**src/rtl/alu_pkg.sv**
```systemverilog
// Shared types and constants for the SPI calculator execution stage.
// ALU_ITER_DIV_EN selects whether DIV/MOD take the iterative path or are rejected as illegal.
package alu_pkg;

    localparam int W_DEF = 4;

    typedef enum logic [3:0] {
        OP_ADD = 4'b0000,
        OP_SUB = 4'b0001,
        OP_AND = 4'b0010,
        OP_OR  = 4'b0011,
        OP_XOR = 4'b0100,
        OP_SHL = 4'b0101,
        OP_SHR = 4'b0110,
        OP_MUL = 4'b1000,
        OP_DIV = 4'b1100,
        OP_MOD = 4'b1101
    } opcode_e;

    typedef enum logic [1:0] {
        IDLE = 2'd0,
        EXEC = 2'd1,
        DONE = 2'd2
    } state_e;

    localparam int FLAG_N = 3;
    localparam int FLAG_Z = 2;
    localparam int FLAG_C = 1;
    localparam int FLAG_V = 0;

    function automatic logic is_iter_op(input logic [3:0] op);
`ifdef ALU_ITER_DIV_EN
        return (op == OP_MUL) || (op == OP_DIV) || (op == OP_MOD);
`else
        return (op == OP_MUL);
`endif
    endfunction

endpackage

```
**src/rtl/spi_alu_exec_if.sv**
```systemverilog
// Frame-in / result-out handshake bundle between the SPI shifters and the execution stage.
interface spi_alu_exec_if #(parameter int W = 4);
    logic           in_valid;
    logic           in_ready;
    logic [3*W-1:0] in_frame;
    logic           out_valid;
    logic           out_ready;
    logic [W-1:0]   result;
    logic [3:0]     flags;
    logic           err;
    logic [3:0]     leds;

    modport slave (
        input  in_valid, in_frame, out_ready,
        output in_ready, out_valid, result, flags, err, leds
    );

    modport master (
        output in_valid, in_frame, out_ready,
        input  in_ready, out_valid, result, flags, err, leds
    );
endinterface

```
**src/rtl/alu_iter_unit.sv**
```systemverilog
// W-cycle shift-add multiplier and restoring divider sharing one 2W shift register and counter.
// Divider datapath and its ports exist only when ALU_ITER_DIV_EN is defined.
module alu_iter_unit #(parameter int W = 4) (
    input  logic           clk_arduino,
    input  logic           reset,
    input  logic           start,
`ifdef ALU_ITER_DIV_EN
    input  logic           div_mode,
    output logic           div_zero,
`endif
    input  logic [W-1:0]   a,
    input  logic [W-1:0]   b,
    output logic           done,
    output logic [2*W-1:0] res
);
    localparam int CW = (W > 1) ? $clog2(W) : 1;

    logic [2*W-1:0] sr_q, sr_d, sr_step;
    logic [W-1:0]   b_q, b_d;
    logic [CW-1:0]  cnt_q, cnt_d;
    logic           busy_q, busy_d;
    logic [W:0]     mul_sum;
`ifdef ALU_ITER_DIV_EN
    logic           div_q, div_d;
    logic [W:0]     div_trial;
    logic [W-1:0]   div_diff;
`endif

    // One iteration; outputs expose the post-step value so the top can latch it on the final edge.
    always_comb begin
        mul_sum = {1'b0, sr_q[2*W-1:W]} + (sr_q[0] ? {1'b0, b_q} : '0);
        sr_step = {mul_sum, sr_q[W-1:1]};
`ifdef ALU_ITER_DIV_EN
        div_trial = {sr_q[2*W-1:W], sr_q[W-1]};
        div_diff  = W'(div_trial - {1'b0, b_q});
        if (div_q) begin
            if (div_trial >= {1'b0, b_q}) sr_step = {div_diff, sr_q[W-2:0], 1'b1};
            else                          sr_step = {div_trial[W-1:0], sr_q[W-2:0], 1'b0};
        end
`endif
    end

    assign done = busy_q && (cnt_q == CW'(W - 1));
    assign res  = sr_step;
`ifdef ALU_ITER_DIV_EN
    assign div_zero = (b_q == '0);
`endif

    always_comb begin
        sr_d   = sr_q;
        b_d    = b_q;
        cnt_d  = cnt_q;
        busy_d = busy_q;
`ifdef ALU_ITER_DIV_EN
        div_d  = div_q;
`endif
        if (start) begin
            sr_d   = {{W{1'b0}}, a};
            b_d    = b;
            cnt_d  = '0;
            busy_d = 1'b1;
`ifdef ALU_ITER_DIV_EN
            div_d  = div_mode;
`endif
        end else if (busy_q) begin
            sr_d   = sr_step;
            cnt_d  = done ? '0 : cnt_q + CW'(1);
            busy_d = !done;
        end
    end

    always_ff @(posedge clk_arduino) begin
        if (reset) begin
            sr_q   <= '0;
            b_q    <= '0;
            cnt_q  <= '0;
            busy_q <= 1'b0;
`ifdef ALU_ITER_DIV_EN
            div_q  <= 1'b0;
`endif
        end else begin
            sr_q   <= sr_d;
            b_q    <= b_d;
            cnt_q  <= cnt_d;
            busy_q <= busy_d;
`ifdef ALU_ITER_DIV_EN
            div_q  <= div_d;
`endif
        end
    end
endmodule

```
**src/rtl/spi_alu_exec.sv**
```systemverilog
// SPI calculator execution stage: IDLE/EXEC/DONE control, single-cycle ALU, result and LED registers.
// ALU_ITER_DIV_EN enables DIV/MOD through the iterative unit; otherwise they are illegal opcodes.
module spi_alu_exec import alu_pkg::*; #(parameter int W = W_DEF) (
    input  logic        clk_arduino,
    input  logic        reset,
    spi_alu_exec_if.slave bus
);
    logic [W-1:0]   a_in, b_in;
    logic [3:0]     op_in;
    state_e         state_q, state_d;
    logic           in_ready_c, accept, iter_start, load_simple, load_iter, iter_done;
    logic [2*W-1:0] iter_res;
    logic [W-1:0]   result_q, result_d;
    logic [3:0]     flags_q, flags_d, leds_q, leds_d;
    logic           err_q, err_d;
    logic [W-1:0]   s_res, f_res;
    logic           s_c, s_v, s_err, f_c, f_v, f_err;
    logic [W:0]     add_w, sub_w, shl_w;
    logic [1:0]     sh;
`ifdef ALU_ITER_DIV_EN
    logic           iter_dz;
    logic [3:0]     op_q, op_d;
`endif

    assign a_in  = bus.in_frame[3*W-1:2*W];
    assign b_in  = bus.in_frame[2*W-1:W];
    assign op_in = bus.in_frame[3:0];

    always_ff @(posedge clk_arduino) begin
        if (reset) state_q <= IDLE;
        else       state_q <= state_d;
    end

    always_comb begin
        state_d = state_q;
        case (state_q)
            IDLE:    if (accept) state_d = is_iter_op(op_in) ? EXEC : DONE;
            EXEC:    if (iter_done) state_d = DONE;
            DONE:    if (bus.out_ready) state_d = IDLE;
            default: state_d = IDLE;
        endcase
    end

    always_comb begin
        in_ready_c  = (state_q == IDLE) && !reset;
        accept      = bus.in_valid && in_ready_c;
        iter_start  = accept && is_iter_op(op_in);
        load_simple = accept && !is_iter_op(op_in);
        load_iter   = (state_q == EXEC) && iter_done;
    end

    alu_iter_unit #(.W(W)) u_iter (
        .clk_arduino (clk_arduino),
        .reset       (reset),
        .start       (iter_start),
`ifdef ALU_ITER_DIV_EN
        .div_mode    ((op_in == OP_DIV) || (op_in == OP_MOD)),
        .div_zero    (iter_dz),
`endif
        .a           (a_in),
        .b           (b_in),
        .done        (iter_done),
        .res         (iter_res)
    );

    // Single-cycle ALU works straight off the incoming frame so it can be latched on the accept edge.
    always_comb begin
        add_w = {1'b0, a_in} + {1'b0, b_in};
        sub_w = {1'b0, a_in} - {1'b0, b_in};
        sh    = b_in[1:0];
        shl_w = {1'b0, a_in} << sh;
        s_res = '0;
        s_c   = 1'b0;
        s_v   = 1'b0;
        s_err = 1'b0;
        case (op_in)
            OP_ADD: begin
                s_res = add_w[W-1:0];
                s_c   = add_w[W];
                s_v   = (a_in[W-1] == b_in[W-1]) && (add_w[W-1] != a_in[W-1]);
            end
            OP_SUB: begin
                s_res = sub_w[W-1:0];
                s_c   = sub_w[W];
                s_v   = (a_in[W-1] != b_in[W-1]) && (sub_w[W-1] != a_in[W-1]);
            end
            OP_AND: s_res = a_in & b_in;
            OP_OR:  s_res = a_in | b_in;
            OP_XOR: s_res = a_in ^ b_in;
            OP_SHL: begin
                s_res = shl_w[W-1:0];
                s_c   = shl_w[W];
            end
            OP_SHR: s_res = a_in >> sh;
            default: s_err = 1'b1;
        endcase
    end

    always_comb begin
        f_res = s_res;
        f_c   = s_c;
        f_v   = s_v;
        f_err = s_err;
        if (load_iter) begin
            f_res = iter_res[W-1:0];
            f_c   = |iter_res[2*W-1:W];
            f_v   = 1'b0;
            f_err = 1'b0;
`ifdef ALU_ITER_DIV_EN
            if ((op_q == OP_DIV) || (op_q == OP_MOD)) begin
                f_res = iter_dz ? '1 : ((op_q == OP_MOD) ? iter_res[2*W-1:W] : iter_res[W-1:0]);
                f_c   = 1'b0;
                f_v   = iter_dz;
                f_err = iter_dz;
            end
`endif
        end
        result_d = result_q;
        flags_d  = flags_q;
        err_d    = err_q;
        leds_d   = leds_q;
        if (load_simple || load_iter) begin
            result_d        = f_res;
            flags_d[FLAG_N] = f_res[W-1];
            flags_d[FLAG_Z] = (f_res == '0);
            flags_d[FLAG_C] = f_c;
            flags_d[FLAG_V] = f_v;
            err_d           = f_err;
            leds_d          = flags_d;
        end
`ifdef ALU_ITER_DIV_EN
        op_d = accept ? op_in : op_q;
`endif
    end

    always_ff @(posedge clk_arduino) begin
        if (reset) begin
            result_q <= '0;
            flags_q  <= '0;
            err_q    <= 1'b0;
            leds_q   <= '0;
`ifdef ALU_ITER_DIV_EN
            op_q     <= '0;
`endif
        end else begin
            result_q <= result_d;
            flags_q  <= flags_d;
            err_q    <= err_d;
            leds_q   <= leds_d;
`ifdef ALU_ITER_DIV_EN
            op_q     <= op_d;
`endif
        end
    end

    assign bus.in_ready  = in_ready_c;
    assign bus.out_valid = (state_q == DONE);
    assign bus.result    = result_q;
    assign bus.flags     = flags_q;
    assign bus.err       = err_q;
    assign bus.leds      = leds_q;
endmodule

```
**src/flat_wrapper.sv**
```systemverilog
// flat-port wrapper written by rule: the top's interface ports become plain ports
module spi_alu_exec_flat import alu_pkg::*;
#(parameter int W = W_DEF)
  (clk_arduino, reset, bus_in_valid, bus_in_frame, bus_out_ready, bus_in_ready, bus_out_valid, bus_result, bus_flags, bus_err, bus_leds);
  spi_alu_exec_if #(.W(W)) bus_i ();
  input  logic clk_arduino;
  input  logic reset;
  input wire logic [$bits(bus_i.in_valid)-1:0] bus_in_valid;
  input wire logic [$bits(bus_i.in_frame)-1:0] bus_in_frame;
  input wire logic [$bits(bus_i.out_ready)-1:0] bus_out_ready;
  output wire logic [$bits(bus_i.in_ready)-1:0] bus_in_ready;
  output wire logic [$bits(bus_i.out_valid)-1:0] bus_out_valid;
  output wire logic [$bits(bus_i.result)-1:0] bus_result;
  output wire logic [$bits(bus_i.flags)-1:0] bus_flags;
  output wire logic [$bits(bus_i.err)-1:0] bus_err;
  output wire logic [$bits(bus_i.leds)-1:0] bus_leds;
  assign bus_i.in_valid = bus_in_valid;
  assign bus_i.in_frame = bus_in_frame;
  assign bus_i.out_ready = bus_out_ready;
  assign bus_in_ready = bus_i.in_ready;
  assign bus_out_valid = bus_i.out_valid;
  assign bus_result = bus_i.result;
  assign bus_flags = bus_i.flags;
  assign bus_err = bus_i.err;
  assign bus_leds = bus_i.leds;
  spi_alu_exec #(.W(W)) u_core (.clk_arduino(clk_arduino), .reset(reset), .bus(bus_i));
endmodule
```
**config.mk**
```make
export PLATFORM = sky130hd
export DESIGN_NAME = spi_alu_exec_flat
export DESIGN_NICKNAME = d
export VERILOG_FILES = /design/src/rtl/alu_pkg.sv /design/src/rtl/spi_alu_exec_if.sv /design/src/rtl/alu_iter_unit.sv /design/src/rtl/spi_alu_exec.sv /design/src/flat_wrapper.sv
export SDC_FILE = /design/constraint.sdc
export NUM_CORES = 1
export LEC_CHECK = 0
export ABC_AREA = 0
export BUFFER_PORTS_ARGS = -buffer_cell sky130_fd_sc_hd__buf_4
export CAP_MARGIN = 20
export CORE_UTILIZATION = 35
export CTS_BUF_LIST = sky130_fd_sc_hd__clkbuf_16
export DETAILED_ROUTE_END_ITERATION = 10
export GPL_TIMING_DRIVEN = 0
export MAX_ROUTING_LAYER = met4
export PLACE_DENSITY = 0.53
export SYNTH_ARGS = -nofsm -noshare
export SYNTH_HDL_FRONTEND = slang
export SYNTH_SLANG_ARGS = --single-unit
```
**constraint.sdc**
```tcl
create_clock -name clk_arduino -period 2.6 [get_ports clk_arduino]
set_input_delay 0.13 -clock clk_arduino [delete_from_list [all_inputs] [get_ports clk_arduino]]
set_output_delay 0.13 -clock clk_arduino [all_outputs]
set_load 0.01 [all_outputs]
```
After elaboration in Yosys (flattened, before gate mapping). Cells that the tools add are included. W data, S select, Z words.

Reduce and logical (&&, ||, !) cells: 20. Bitwise operators: 3. Equal/unequal tests: 17. $add $sub $neg: 4. Shift-type cells: 2. Multiplexer cells: 19.

Operator list (number): $pmux W4 S7 (1); $mux W4 (4); $eq A4 B3 Y1 const B (3); $add A4 B4 Y5 (2); $mux W2 (5); $eq A4 B2 Y1 const B (2); $logic_and A1 B1 Y1 (8); $logic_not A4 Y1 (2); $reduce_or A7 Y1 (1); $mux W1 (6); $pmux W2 S3 (1); $shl A4 B2 Y5 (1); $sub A4 B4 Y5 (1); $and A4 B4 Y4 (1); $eq A2 B2 Y1 const B (2); $eq A4 B1 Y1 const B (1); $eq A4 B4 Y1 const B (1); $ne A2 B1 Y1 const B (2); $or A4 B4 Y4 (1); $reduce_or A4 Y1 (1); $shr A4 B2 Y4 (1); $xor A4 B4 Y4 (1); $logic_not A1 Y1 (3); $ne A1 B1 Y1 (3); 11 further kinds (11).

Input bits: 16. Output and inout bits: 15. Logic and storage cells: 74. Bits in registers: 26.

Longest topological paths before layout. Gate-level depths: netlist (run 1).

Word-level depth: 5. Mapped depth: 10. Depth with buffers taken out: 10.

By module. From an unflattened synthesis (run 1), not the netlist that was laid out.

Cells, all modules: 269. Area, all modules: 2193.4 um^2.

Modules (own cells, without submodules): spi_alu_exec (instances 1, cells an instance 183, seq. area each 200.2 um^2, area an instance 1386.3 um^2); alu_iter_unit (instances 1, cells an instance 86, seq. area each 300.3 um^2, area an instance 807.0 um^2).

Least setup slack after synthesis (run 1). OpenSTA, ideal clock, no wires.

Path type: in2reg. Start: input port bus_in_frame[5]. End: register u_core.leds_q[3], in the netlist u_core.bus.leds[3]. Data arrival time: 1826 ps. Setup time: 91 ps. Buffers on the path: 1. Path slack: 683 ps. Cell stages on the path: 9. Required time: 2509 ps. Path through: buf_2 > inv_1 > ha_1 > a21o_1 > a21oi_1 > o211ai_1 > a31oi_1 > o41ai_1 > a311oi_1.

Cells in the longest elaborated chain, start to end: 3. Elaborated cells between the ends (all ways): 6. Those cells by class: 2 x add/sub; 2 x shift; 2 x mux.

Ends and longest elaborated chain: start, declared (line flat_wrapper.sv:9) `input wire logic [$bits(bus_i.in_frame)-1:0] bus_in_frame;`; $sub A4 B4 Y5 (tied with other cells) (line spi_alu_exec.sv:69) `sub_w = {1'b0, a_in} - {1'b0, b_in};`; $pmux W4 S7 * (line spi_alu_exec.sv:76) `case (op_in)`; $mux W4 * (line spi_alu_exec.sv:104) `if (load_iter) begin`; end signal, assigned (line spi_alu_exec.sv:149) `leds_q <= leds_d;`; end, declared (line spi_alu_exec.sv:14) `logic [3:0] flags_q, flags_d, leds_q, leds_d;`.

Every way passes the cells marked *; elsewhere a longest branch is shown, timed or not. A chain may end at the register's enable or synchronous reset.

Worst setup path after layout (run 1). Ends and elaborated chain as after synthesis.

==> results of run 1 <==
-- power by group --
group | leakage [uW] | total (uW) | switching, uW | internal, uW
Sequential | 0.000203 | 408 | 9.75 | 398
Combinational | 0.000804 | 273 | 149 | 124
Clock | 0.0000409 | 338 | 131 | 207
-- stage by stage --
stage	cells	total power, uW	util
floorplan	253	589	-
global placement	355	690	0.427
detailed placement	355	689	0.427
CTS	359	1030	0.441
global route	359	1080	0.441
finish	359	1020	0.441
-- final cells by class --
class / instances / area [sq um]
well taps: 72 / 90.1
plain buffers: 19 / 98.8
repair buffers: 30 / 225
fillers: 584 / 3150
clock inverters: 1 / 5.00
inverters: 13 / 48.8
clock buffers: 3 / 75.1
multi-input cells: 196 / 1440
flip-flops and latches: 25 / 500
-- placed cells by master, fill, tap and decap left out, types with 4 or more instances in the layout --
cell type,count
o21ai_0,6
nor2b_1,10
a211oi_1,7
a22oi_1,6
nand3_1,6
a21oi_1,20
inv_1,12
clkbuf_1,8
buf_4,36
ha_1,18
dfxtp_1,25
mux2i_1,10
nor3_1,5
nand2_1,16
nand2b_1,4
o211ai_1,7
nor2_1,22
a21o_1,5
and2_1,4
buf_2,4
-- per-layer routing --
layer | routed length (microns) | part of all wire | track usage | vias to the layer above
li1 | - | - | - | 989
met1 | 2640 | 0.52 | 0.254 | 875
met2 | 2180 | 0.43 | 0.257 | 41
met3 | 221 | 0.044 | 0.0276 | 0
met4 | 0 | 0 | 0.0255 | 0
met5 | 0 | 0 | - | -
-- worst min-delay path, stage by stage --
cell	delay (ps)
buf_4	80
nand2_1	70
nand3_1	90
a21oi_1	60
-- registers in the layout (all words and copies together) (netlist names) --
| register | flops |
|---|---|
| u_core.bus.err | 1 |
| u_core.bus.leds | 4 |
| u_core.bus.result | 3 |
| u_core.state_q | 2 |
| u_core.u_iter.b_q | 4 |
| u_core.u_iter.busy_q | 1 |
| u_core.u_iter.cnt_q | 2 |
| u_core.u_iter.sr_q | 8 |
-- cells by family after synthesis --
logic type      count (synthesis)  synth area share
compound gates                 76             0.254
xor+xnor                        4            0.0167
fa+ha+maj                      21             0.136
buf+inv                        32            0.0706
flops                          25             0.239
mux                            12            0.0640
simple gates                   83             0.220
-- worst max path at each step --
stage	slack [ps]	cells after the start	to	startpoint
floorplan	680	9	u_core.bus.leds[3]	bus_in_frame[5]
global placement	210	10	u_core.bus.leds[3]	bus_in_frame[5]
detailed placement	230	10	u_core.bus.leds[3]	bus_in_frame[5]
CTS	490	10	u_core.bus.leds[3]	bus_in_frame[5]
global route	280	10	u_core.bus.leds[3]	bus_in_frame[5]
finish	490	10	u_core.bus.leds[3]	bus_in_frame[5]
==> reports/qor.tcl, run 1 <==
set qor(final-setup-viol-count) 0
set qor(final_layout_size_suffix_gt1_frac) 0.188
set qor(final_worst_path_setup_slack_ps) 492
set qor(drc) 0
set qor(clkSlewWorstSetupHoldPaths_ps) 60
set qor(antenna_violations_before_repair) 0
set qor(post-place-ws_ps) 230
set qor(synthesis.yosys.warnings) 0
set qor(diodes) 0
set qor(p_leak_uw) 0.00105
set qor(max_cap_viol_count) 0
set qor(tritoncts_clock_tree) {yes}
set qor(rsz_0062_raised_after_global_routing) {no}
set qor(tritoncts_num_sinks) 25
set qor(detail-route-antenna-nets) 0
set qor(ios) 31
set qor(holdWs_ps) 215
set qor(post-synth-top-count-cell) {dfxtp_1}
set qor(number_of_violations_reported_at_the_end_of_detailed_routing_iteration_0) 133
set qor(clock-skew-final_ps) 6.88
set qor(finalMaxSlewViolations) 0
set qor(syn_area_sq_um) 2090
set qor(finalNetCount) 325
set qor(vertical_extent_of_the_die_microns) 79.3
set qor(floorplan.initialDensity) 0.371
set qor(postSynthCellCount) 253
set qor(hp-start) {bus_out_ready}
set qor(timing.critical_path.max_delay_family) {compound AO/OA/AOI/OAI gates}
set qor(drt-wirelength-per-cell_microns) 14.0
set qor(synth-edff-count) 0
set qor(timing.final.crit_share) 0.811
set qor(synthesis.nets) 290
set qor(totalWireLength_mm) 5.04
set qor(gp_congestion) 0.872
set qor(cts-htree-levels) 1
set qor(kind_of_critical_path) {input pin to flop}
set qor(whs_endpoint) {u_core.state_q[1]}
set qor(slew-limit-headroom) 0.536
set qor(synth_async_sr_flop_share) 0
set qor(worst_skew_pair.late_latency_ps) 260
set qor(design.die.area_sq_um) 6290
set qor(synth.area.top_cells) {dfxtp_1, ha_1, a21oi_1}
set qor(synth_flop_cell) {dfxtp_1}
set qor(path_max_fanout) 9
set qor(power.density_cell_area_nw_per_um2) 410
set qor(port_buffers) 30
set qor(synth_cell_type_count) 60
set qor(start_kind) {input pin}
set qor(number_of_failing_hold_endpoints_at_the_final_stage) 0
set qor(fin_area_sq_um) 2490
set qor(run_status) {completed}
set qor(rr_startpoint) {u_core.u_iter.sr_q[0]}
set qor(maxClockFrequency_ghz) 0.474
set qor(grt_usage) 0.175
set qor(area_delta_synth_final_pct) 18.9
set qor(grt_first_pass_wirelength_mm) 8.38
set qor(regToRegSetupSlack_ps) 580
set qor(endpoint_kind) {flop}
set qor(synth_top_cells_by_count) {dfxtp_1, nor2_1, a21oi_1, ha_1, nand2_1}
set qor(ctsLongestPathBuffers) 2
set qor(clk_root_buffer_cell) {clkbuf_16}
set qor(cp.required_ps) 2770
set qor(dpl.hpwl_mm) 4.04
set qor(cts_made_buffers) 3
set qor(path_buf_inv) 3
set qor(drtPass1Iterations) 4
set qor(final.setup.tns_ps) 0
set qor(timing.critical_path.cells) {buf_4 > buf_2 > inv_1 > ha_1 > a21o_1 > a21oi_1 > o211ai_1 > a31oi_1 > o41ai_1 > a311oi_1}
set qor(ys_ff_latch) 25
set qor(timing.critical_path.slowest_stage_cell) {a21oi_1}
set qor(arrival_ps) 2280
set qor(post_cts_resize_count) 0
set qor(worst_path_largest_cell_delay_ps) 330
set qor(holdPathStages) 4
set qor(post_synth_top_area_share) 0.239
set qor(routed_via_density) 5.31
set qor(globalRouteOverflowTotal) 0
set qor(vias_after_detailed_routing) 1905
set qor(chipWidth_microns) 79.3
set qor(post_dp_cell_area_sq_um) 2410
set qor(hp-class) {input pin to flop}
set qor(placementRows) 27
set qor(postCtsSetupBuffers) 0
set qor(seq_area_frac_synth) 0.239
set qor(holdBufCountCts) 0
set qor(max_slew.worst_pin.slew_ps) 689
set qor(max-vdd-ir-drop_uv) 211
set qor(period_needed_ps) 2110
set qor(avgSynthCellArea_sq_um) 8.27
set qor(largest_net_degree_at_the_start_of_global_routing) 15
set qor(yosys.area.top_type) {dfxtp_1}
set qor(first_global_vias) 1650
set qor(r2r-end) {u_core.bus.leds[1]}
set qor(worstRegToRegCells) 8
set qor(core_region_area_sq_um) 5640
(Power assumes the default switching activity.)
==> run 2, diff against run 1 <==
--- a/config.mk
+++ b/config.mk
@@ -5,7 +5,7 @@
 export SDC_FILE = /design/constraint.sdc
 export NUM_CORES = 1
 export LEC_CHECK = 0
-export ABC_AREA = 0
+export ABC_AREA = 1
 export BUFFER_PORTS_ARGS = -buffer_cell sky130_fd_sc_hd__buf_4
 export CAP_MARGIN = 20
 export CORE_UTILIZATION = 35
@@ -13,7 +13,7 @@
 export DETAILED_ROUTE_END_ITERATION = 10
 export GPL_TIMING_DRIVEN = 0
 export MAX_ROUTING_LAYER = met4
-export PLACE_DENSITY = 0.53
+export PLACE_DENSITY = 0.55
 export SYNTH_ARGS = -nofsm -noshare
 export SYNTH_HDL_FRONTEND = slang
 export SYNTH_SLANG_ARGS = --single-unit
==> constraint.sdc (replaced) <==
create_clock -name clk_arduino -period 1.7 [get_ports clk_arduino]
set_input_delay 0.085 -clock clk_arduino [delete_from_list [all_inputs] [get_ports clk_arduino]]
set_output_delay 0.085 -clock clk_arduino [all_outputs]
set_load 0.01 [all_outputs]
==> run 2 against run 1 <==
The flow now finishes with violations (negative setup slack). Routed wire length up 7.6%. Sequential power up 50%. Via count up 11%. Clock skew down 5.1 ps. Register-to-register slack worse by 710 ps. First-iteration DRC count up 14%. Global-route usage up 2.1 points. Critical path depth up 2. Largest cell class unchanged.
==> reports/qor.tcl, run 2 <==
set qor(vias_after_detailed_routing) 2114 ;# +11%
set qor(worstRegToRegCells) 12 ;# +4
set qor(failed_checks) {negative setup slack}
set qor(design.die.area_sq_um) 6170 ;# -1.9%
set qor(area_delta_synth_final_pct) 29.8
set qor(start_kind) {flop}
set qor(placementRows) 27 ;# unchanged
set qor(final_worst_path_setup_slack_ps) -133 ;# -624 ps
set qor(post-synth-top-count-cell) {nand2_1}
set qor(ios) 31 ;# unchanged
set qor(gp_congestion) 0.895 ;# +2.6%
set qor(finalNetCount) 396 ;# +22%
set qor(seq_area_frac_synth) 0.244 ;# +0.00482
set qor(cts_made_buffers) 3 ;# unchanged
set qor(worst_skew_pair.late_latency_ps) 260 ;# about the same
set qor(drc) 0 ;# unchanged
set qor(postSynthCellCount) 313 ;# +24%
set qor(slew-limit-headroom) 0.660 ;# +0.123
set qor(synth_cell_type_count) 37 ;# -38%
set qor(detail-route-antenna-nets) 0 ;# unchanged
set qor(synth_top_cells_by_count) {nand2_1, inv_1, nor2_1, a21oi_1, dfxtp_1}
set qor(kind_of_critical_path) {flop to flop}
set qor(clk_root_buffer_cell) {clkbuf_16}
set qor(globalRouteOverflowTotal) 0 ;# unchanged
set qor(largest_net_degree_at_the_start_of_global_routing) 14 ;# -1
set qor(post-place-ws_ps) -479 ;# -709 ps
set qor(timing.final.crit_share) 1.08
set qor(ys_ff_latch) 25 ;# unchanged
set qor(cts-htree-levels) 1 ;# unchanged
set qor(period_needed_ps) 1830
set qor(diodes) 0 ;# unchanged
set qor(floorplan.initialDensity) 0.368 ;# -0.00291
set qor(mostFrequentLayoutCell) {nand2_1}
set qor(final_layout_size_suffix_gt1_frac) 0.254 ;# +0.0660
set qor(layout_common_cells) {nand2_1, buf_4, inv_1, nor2_1, a21oi_1}
set qor(number_of_failing_hold_endpoints_at_the_final_stage) 0 ;# unchanged
set qor(crit_path_start) {u_core.u_iter.sr_q[0]}
set qor(finalMaxSlewViolations) 0 ;# unchanged
set qor(largest_register_ffs) 8 ;# unchanged
set qor(clock-skew-final_ps) 1.81 ;# -5.06 ps
set qor(vertical_extent_of_the_die_microns) 78.5 ;# -0.96%
set qor(grt_first_pass_wirelength_mm) 9.13 ;# +8.9%
set qor(hp-class) {input pin to flop}
set qor(synthesis.nets) 350 ;# +21%
set qor(holdBufCountCts) 0 ;# unchanged
set qor(drt-wirelength-per-cell_microns) 12.6 ;# -10%
set qor(power.density_cell_area_nw_per_um2) 569 ;# +39%
set qor(number_of_violations_reported_at_the_end_of_detailed_routing_iteration_0) 151 ;# +14%
set qor(antenna_violations_before_repair) 0 ;# unchanged
set qor(max_cap_viol_count) 0 ;# unchanged
set qor(syn_area_sq_um) 2050 ;# -2.0%
set qor(rsz_0062_raised_after_global_routing) {yes}
set qor(regToRegSetupSlack_ps) -130 ;# -710 ps
set qor(yosys.area.top_type) {dfxtp_1}
set qor(arrival_ps) 2000 ;# -280 ps
set qor(synth_flop_cell) {dfxtp_1}
set qor(tritoncts_clock_tree) {yes}
set qor(synth.area.top_cells) {dfxtp_1, nand2_1, ha_1}
set qor(synthesis.yosys.warnings) 0 ;# unchanged
set qor(core_region_area_sq_um) 5570 ;# -1.2%
set qor(max-vdd-ir-drop_uv) 383 ;# +81%
set qor(r2r-end) {u_core.bus.leds[1]}
set qor(rr_startpoint) {u_core.u_iter.sr_q[0]}
set qor(port_buffers) 30 ;# unchanged
set qor(run_status) {finished with violations}
set qor(post_synth_top_area_share) 0.244 ;# +0.00482
set qor(ctsLongestPathBuffers) 2 ;# unchanged
set qor(cp.required_ps) 1860 ;# -910 ps
set qor(final-setup-viol-count) 1 ;# +1
set qor(final.setup.tns_ps) -133 ;# -133 ps
set qor(critPathCapture) {u_core.bus.leds[1]}
set qor(dpl.hpwl_mm) 4.17 ;# +3.3%
set qor(top_register) {u_core.u_iter.sr_q}
set qor(synth-edff-count) 0 ;# unchanged
set qor(maxClockFrequency_ghz) 0.546
set qor(grt_usage) 0.196 ;# +0.0211
set qor(endpoint_kind) {flop}
set qor(drtPass1Iterations) 4 ;# unchanged
set qor(first_global_vias) 1954 ;# +18%
set qor(p_leak_uw) 0.00129 ;# +23%
set qor(routed_via_density) 4.92 ;# -7.4%
set qor(chipWidth_microns) 78.5 ;# -0.96%
set qor(clkSlewWorstSetupHoldPaths_ps) 60 ;# about the same
set qor(path_max_fanout) 4 ;# -5
set qor(synth_async_sr_flop_share) 0 ;# unchanged
set qor(totalWireLength_mm) 5.42 ;# +7.6%
set qor(max_slew.worst_pin.slew_ps) 510 ;# -178 ps
set qor(avgSynthCellArea_sq_um) 6.55 ;# -21%
set qor(holdWs_ps) 77.9 ;# -137 ps
set qor(tritoncts_num_sinks) 25 ;# unchanged
## run 2: cell type report
class,count,area (sq um)
plain buffers,8,56.3
clock buffers,3,75.1
clock inverters,1,3.75
fillers,625,2910
inverters,44,176
multi-input cells,235,1420
flip-flops and latches,25,502
well taps,72,90.1
repair buffers,42,339
## run 2: where the power goes
part	switching [uW]	leakage [uW]	internal, uW
Combinational	217	0.00104	160
Sequential	11.5	0.000203	601
Clock	210	0.0000423	315
## run 2: worst min path at each step
| stage | start | end | slack (ps) | cells past startpoint |
|---|---|---|---|---|
| 6_report | bus_out_ready | u_core.state_q[1] | 80 | 4 |
| 5_1_grt | bus_out_ready | u_core.state_q[1] | 110 | 4 |
| 4_1_cts | bus_out_ready | u_core.state_q[1] | 80 | 4 |
| 3_5_place_dp | bus_out_ready | u_core.state_q[1] | 360 | 4 |
| 3_3_place_gp | bus_out_ready | u_core.state_q[1] | 360 | 4 |
| 2_1_floorplan | reset | bus_in_ready | 200 | 1 |
## run 2: what timing repair did
action / CTS / global route
setup endpoints to repair: 5 / 7
pin swaps: 6 / 16
setup buffers: 7 / 5
resized for setup: 10 / 26
## run 2: stage by stage
step                total power [uW]  instances  utilization  cell area, sq um
finish                          1510        430        0.478              2660
floorplan                        830        313            -              2050
detailed placement               959        415        0.425              2370
global placement                 958        415        0.425              2370
CTS                             1500        425        0.452              2520
global route                    1600        430        0.478              2660
## run 2: layer usage
metal | vias to the layer above | wire length [microns] | GRT usage | share of wire
li1 | 1100 | - | - | -
met1 | 973 | 2700 | 0.257 | 0.50
met2 | 36 | 2480 | 0.315 | 0.46
met3 | 5 | 190 | 0.0279 | 0.035
met4 | 0 | 53 | 0.0500 | 0.0098
met5 | - | 0 | - | 0
## run 2: cell families after synthesis
logic type,share of synthesized area
xor+xnor,0.00854
mux,0.00488
buf+inv,0.111
fa+ha+maj,0.139
simple gates,0.329
compound gates,0.163
flops,0.244
## run 2: worst max-delay path, cell delays in order, from the launching register on
cell and delay [ps]:
dfxtp_2 340, buf_4 140, nand2_2 60, inv_2 40
fa_2 360, a21oi_2 130, nor2_1 50, nor2_1 130
nand2_1 100, o31ai_2 180, nand3_1 90, nand2_1 70
inv_1 40
==> run 3, diff against run 2 <==
--- a/config.mk
+++ b/config.mk
@@ -5,15 +5,14 @@
 export SDC_FILE = /design/constraint.sdc
 export NUM_CORES = 1
 export LEC_CHECK = 0
-export ABC_AREA = 1
 export BUFFER_PORTS_ARGS = -buffer_cell sky130_fd_sc_hd__buf_4
 export CAP_MARGIN = 20
-export CORE_UTILIZATION = 35
+export CORE_UTILIZATION = 52
 export CTS_BUF_LIST = sky130_fd_sc_hd__clkbuf_16
 export DETAILED_ROUTE_END_ITERATION = 10
 export GPL_TIMING_DRIVEN = 0
 export MAX_ROUTING_LAYER = met4
-export PLACE_DENSITY = 0.55
+export PLACE_DENSITY = 0.77
 export SYNTH_ARGS = -nofsm -noshare
 export SYNTH_HDL_FRONTEND = slang
 export SYNTH_SLANG_ARGS = --single-unit
==> run 3 against run 2 <==
The flow still finishes with violations (negative setup slack). Via count fell by 2.2%. Sequential cell count did not move. Die area fell by 31%. Critical path type unchanged.
==> reports/qor.tcl, run 3 (same netlist as run 1, synthesis figures left out) <==
set qor(run_status) {finished with violations}
set qor(failed_checks) {negative setup slack}
set qor(largest_net_degree_at_the_start_of_global_routing) 14 ;# unchanged
set qor(r2r-end) {u_core.bus.leds[2]}
set qor(clk_root_buffer_cell) {clkbuf_16}
set qor(power.density_cell_area_nw_per_um2) 598 ;# +5.2%
set qor(tritoncts_num_sinks) 25 ;# unchanged
set qor(placementRows) 22 ;# -19%
set qor(worst_skew_pair.late_latency_ps) 250 ;# about the same
set qor(cp.required_ps) 1820 ;# -40 ps
set qor(clock-skew-final_ps) 1.69 ;# -0.124 ps
set qor(ctsLongestPathBuffers) 2 ;# unchanged
set qor(totalPowerFinal_uw) 1650 ;# +9.2%
set qor(drc) 0 ;# unchanged
set qor(sequential_power_share) 0.381 ;# -0.024
set qor(first_global_vias) 1814 ;# -7.2%
set qor(routed_via_density) 6.05 ;# +23%
set qor(totalWireLength_mm) 5.34 ;# -1.3%
set qor(dpl.hpwl_mm) 3.88 ;# -6.9%
set qor(path_max_fanout) 7 ;# +3
set qor(globalRouteOverflowTotal) 0 ;# unchanged
set qor(cts_made_buffers) 3 ;# unchanged
set qor(p_leak_uw) 0.00112 ;# -13%
set qor(holdPathStages) 3 ;# -1
set qor(mostFrequentLayoutCell) {buf_4}
set qor(vias_after_detailed_routing) 2068 ;# -2.2%
set qor(post_dp_cell_area_sq_um) 2420 ;# +2.4%
set qor(top_register) {u_core.u_iter.sr_q}
set qor(port_buffers) 30 ;# unchanged
set qor(regToRegSetupSlack_ps) -160 ;# -30 ps
set qor(hp-start) {bus_in_frame[9]}
set qor(slew-limit-headroom) 0.614 ;# -0.0456
set qor(timing.final.crit_share) 1.09 ;# +0.0159
set qor(critPathCapture) {u_core.bus.leds[2]}
set qor(start_kind) {flop}
set qor(design.die.area_sq_um) 4280 ;# -31%
set qor(fin_area_sq_um) 2760 ;# +3.8%
set qor(clkSlewWorstSetupHoldPaths_ps) 60 ;# about the same
set qor(grt_usage) 0.266 ;# +0.0706
set qor(power.clock.fraction) 0.309 ;# -0.037
set qor(core_region_area_sq_um) 3770 ;# -32%
set qor(final_layout_size_suffix_gt1_frac) 0.354 ;# +0.0996
set qor(period_needed_ps) 1860 ;# +27.0 ps
set qor(detail-route-antenna-nets) 0 ;# unchanged
set qor(rsz_0062_raised_after_global_routing) {yes}
set qor(area_delta_synth_final_pct) 32.1
set qor(tritoncts_clock_tree) {yes}
set qor(floorplan.initialDensity) 0.555 ;# +0.187
set qor(diodes) 0 ;# unchanged
set qor(worstRegToRegCells) 6 ;# -6
set qor(power.internal_uw) 1170 ;# +8.4%
set qor(layout_common_cells) {buf_4, dfxtp_1, nor2_1, nand2_1, a21oi_1}
set qor(max-vdd-ir-drop_uv) 479 ;# +25%
set qor(drt-wirelength-per-cell_microns) 15.6 ;# +24%
set qor(finalMaxSlewViolations) 0 ;# unchanged
set qor(largest_register_ffs) 8 ;# unchanged
set qor(drtPass1Iterations) 4 ;# unchanged
set qor(switching_power_uw) 486 ;# +11%
set qor(fillers) 277 ;# -56%
set qor(kind_of_critical_path) {flop to flop}
set qor(max_cap_viol_count) 0 ;# unchanged
set qor(crit_path_start) {u_core.state_q[1]}
set qor(finalNetCount) 332 ;# -16%
set qor(p_sw_frac) 0.294 ;# +0.00461
set qor(number_of_violations_reported_at_the_end_of_detailed_routing_iteration_0) 185 ;# +23%
set qor(final-setup-viol-count) 6 ;# +5
set qor(maxClockFrequency_ghz) 0.538 ;# -1.5%
set qor(number_of_failing_hold_endpoints_at_the_final_stage) 0 ;# unchanged
set qor(max_slew.worst_pin.slew_ps) 576 ;# +65.9 ps
set qor(pwr-share-comb) 0.310 ;# +0.061
set qor(chipWidth_microns) 65.4 ;# -17%
set qor(arrival_ps) 1980 ;# -20 ps
set qor(holdBufCountCts) 0 ;# unchanged
set qor(ios) 31 ;# unchanged
set qor(cts-htree-levels) 1 ;# unchanged
set qor(vertical_extent_of_the_die_microns) 65.4 ;# -17%
set qor(final_worst_path_setup_slack_ps) -160 ;# -27.0 ps
set qor(hp-class) {input pin to flop}
set qor(grt_first_pass_wirelength_mm) 8.58 ;# -6.0%
set qor(rr_startpoint) {u_core.state_q[1]}
set qor(endpoint_kind) {flop}
set qor(gp_congestion) 0.945 ;# +5.7%
set qor(antenna_violations_before_repair) 0 ;# unchanged
run 3: cell type report:
type                       instances  area (sq um)  share of cell area
clock inverter                     1          3.75             0.00136
multi-input combinational        196          1650               0.598
timing repair buffer              41           324               0.117
tap                               48          60.1              0.0217
clock buffer                       3          75.1              0.0272
sequential                        25           504               0.182
buffer                            15          86.3              0.0312
inverter                          13          56.3              0.0204
run 3: worst min-delay path by stage:
stage                                  to  slack (ps)
detailed placement  u_core.u_iter.sr_q[0]         440
global route        u_core.u_iter.sr_q[1]         200
floorplan           u_core.u_iter.sr_q[0]         260
global placement        u_core.state_q[1]         430
finish              u_core.u_iter.sr_q[1]         180
CTS                 u_core.u_iter.sr_q[0]         160
run 3: per-stage QoR:
stage	utilization	setup slack, ps	cells	TNS, ps	hold slack (ps)
floorplan	-	-19.4	253	-19.4	260
global placement	0.643	-381	331	-3320	431
detailed placement	0.643	-431	331	-3250	436
CTS	0.691	-173	338	-334	165
global route	0.733	-241	342	-769	197
finish	0.733	-160	342	-393	183
run 3: repair_timing:
item,CTS,global route
gates resized for setup,16,28
pin swaps,7,16
endpoints found under the setup margin,21,19
buffers inserted,3,8
run 3: routing by layer:
layer,vias to the layer above,track usage,share of wire,routed length [microns]
met5,-,-,0,0
met4,0,0.0489,0.0064,34
met3,4,0.0556,0.064,343
met2,69,0.410,0.48,2560
met1,994,0.362,0.45,2410
li1,1001,-,-,-
run 3: worst max-delay path, stage by stage, from the launching register on:
cell and delay (ps):
dfxtp_2 330, or3b_4 390, a211o_4 380, a21o_4 250, a22oi_2 170, o41a_1 160, nor3_1 40
run 3: power groups by stage:
stage / combinational, uW / clock, uW / sequential, uW
final: 513 / 511 / 629
after CTS: 453 / 520 / 625
after global placement: 422 / 0 / 637
after detailed placement: 428 / 0 / 638
after floorplan: 270 / 0 / 643
after global routing: 554 / 537 / 632
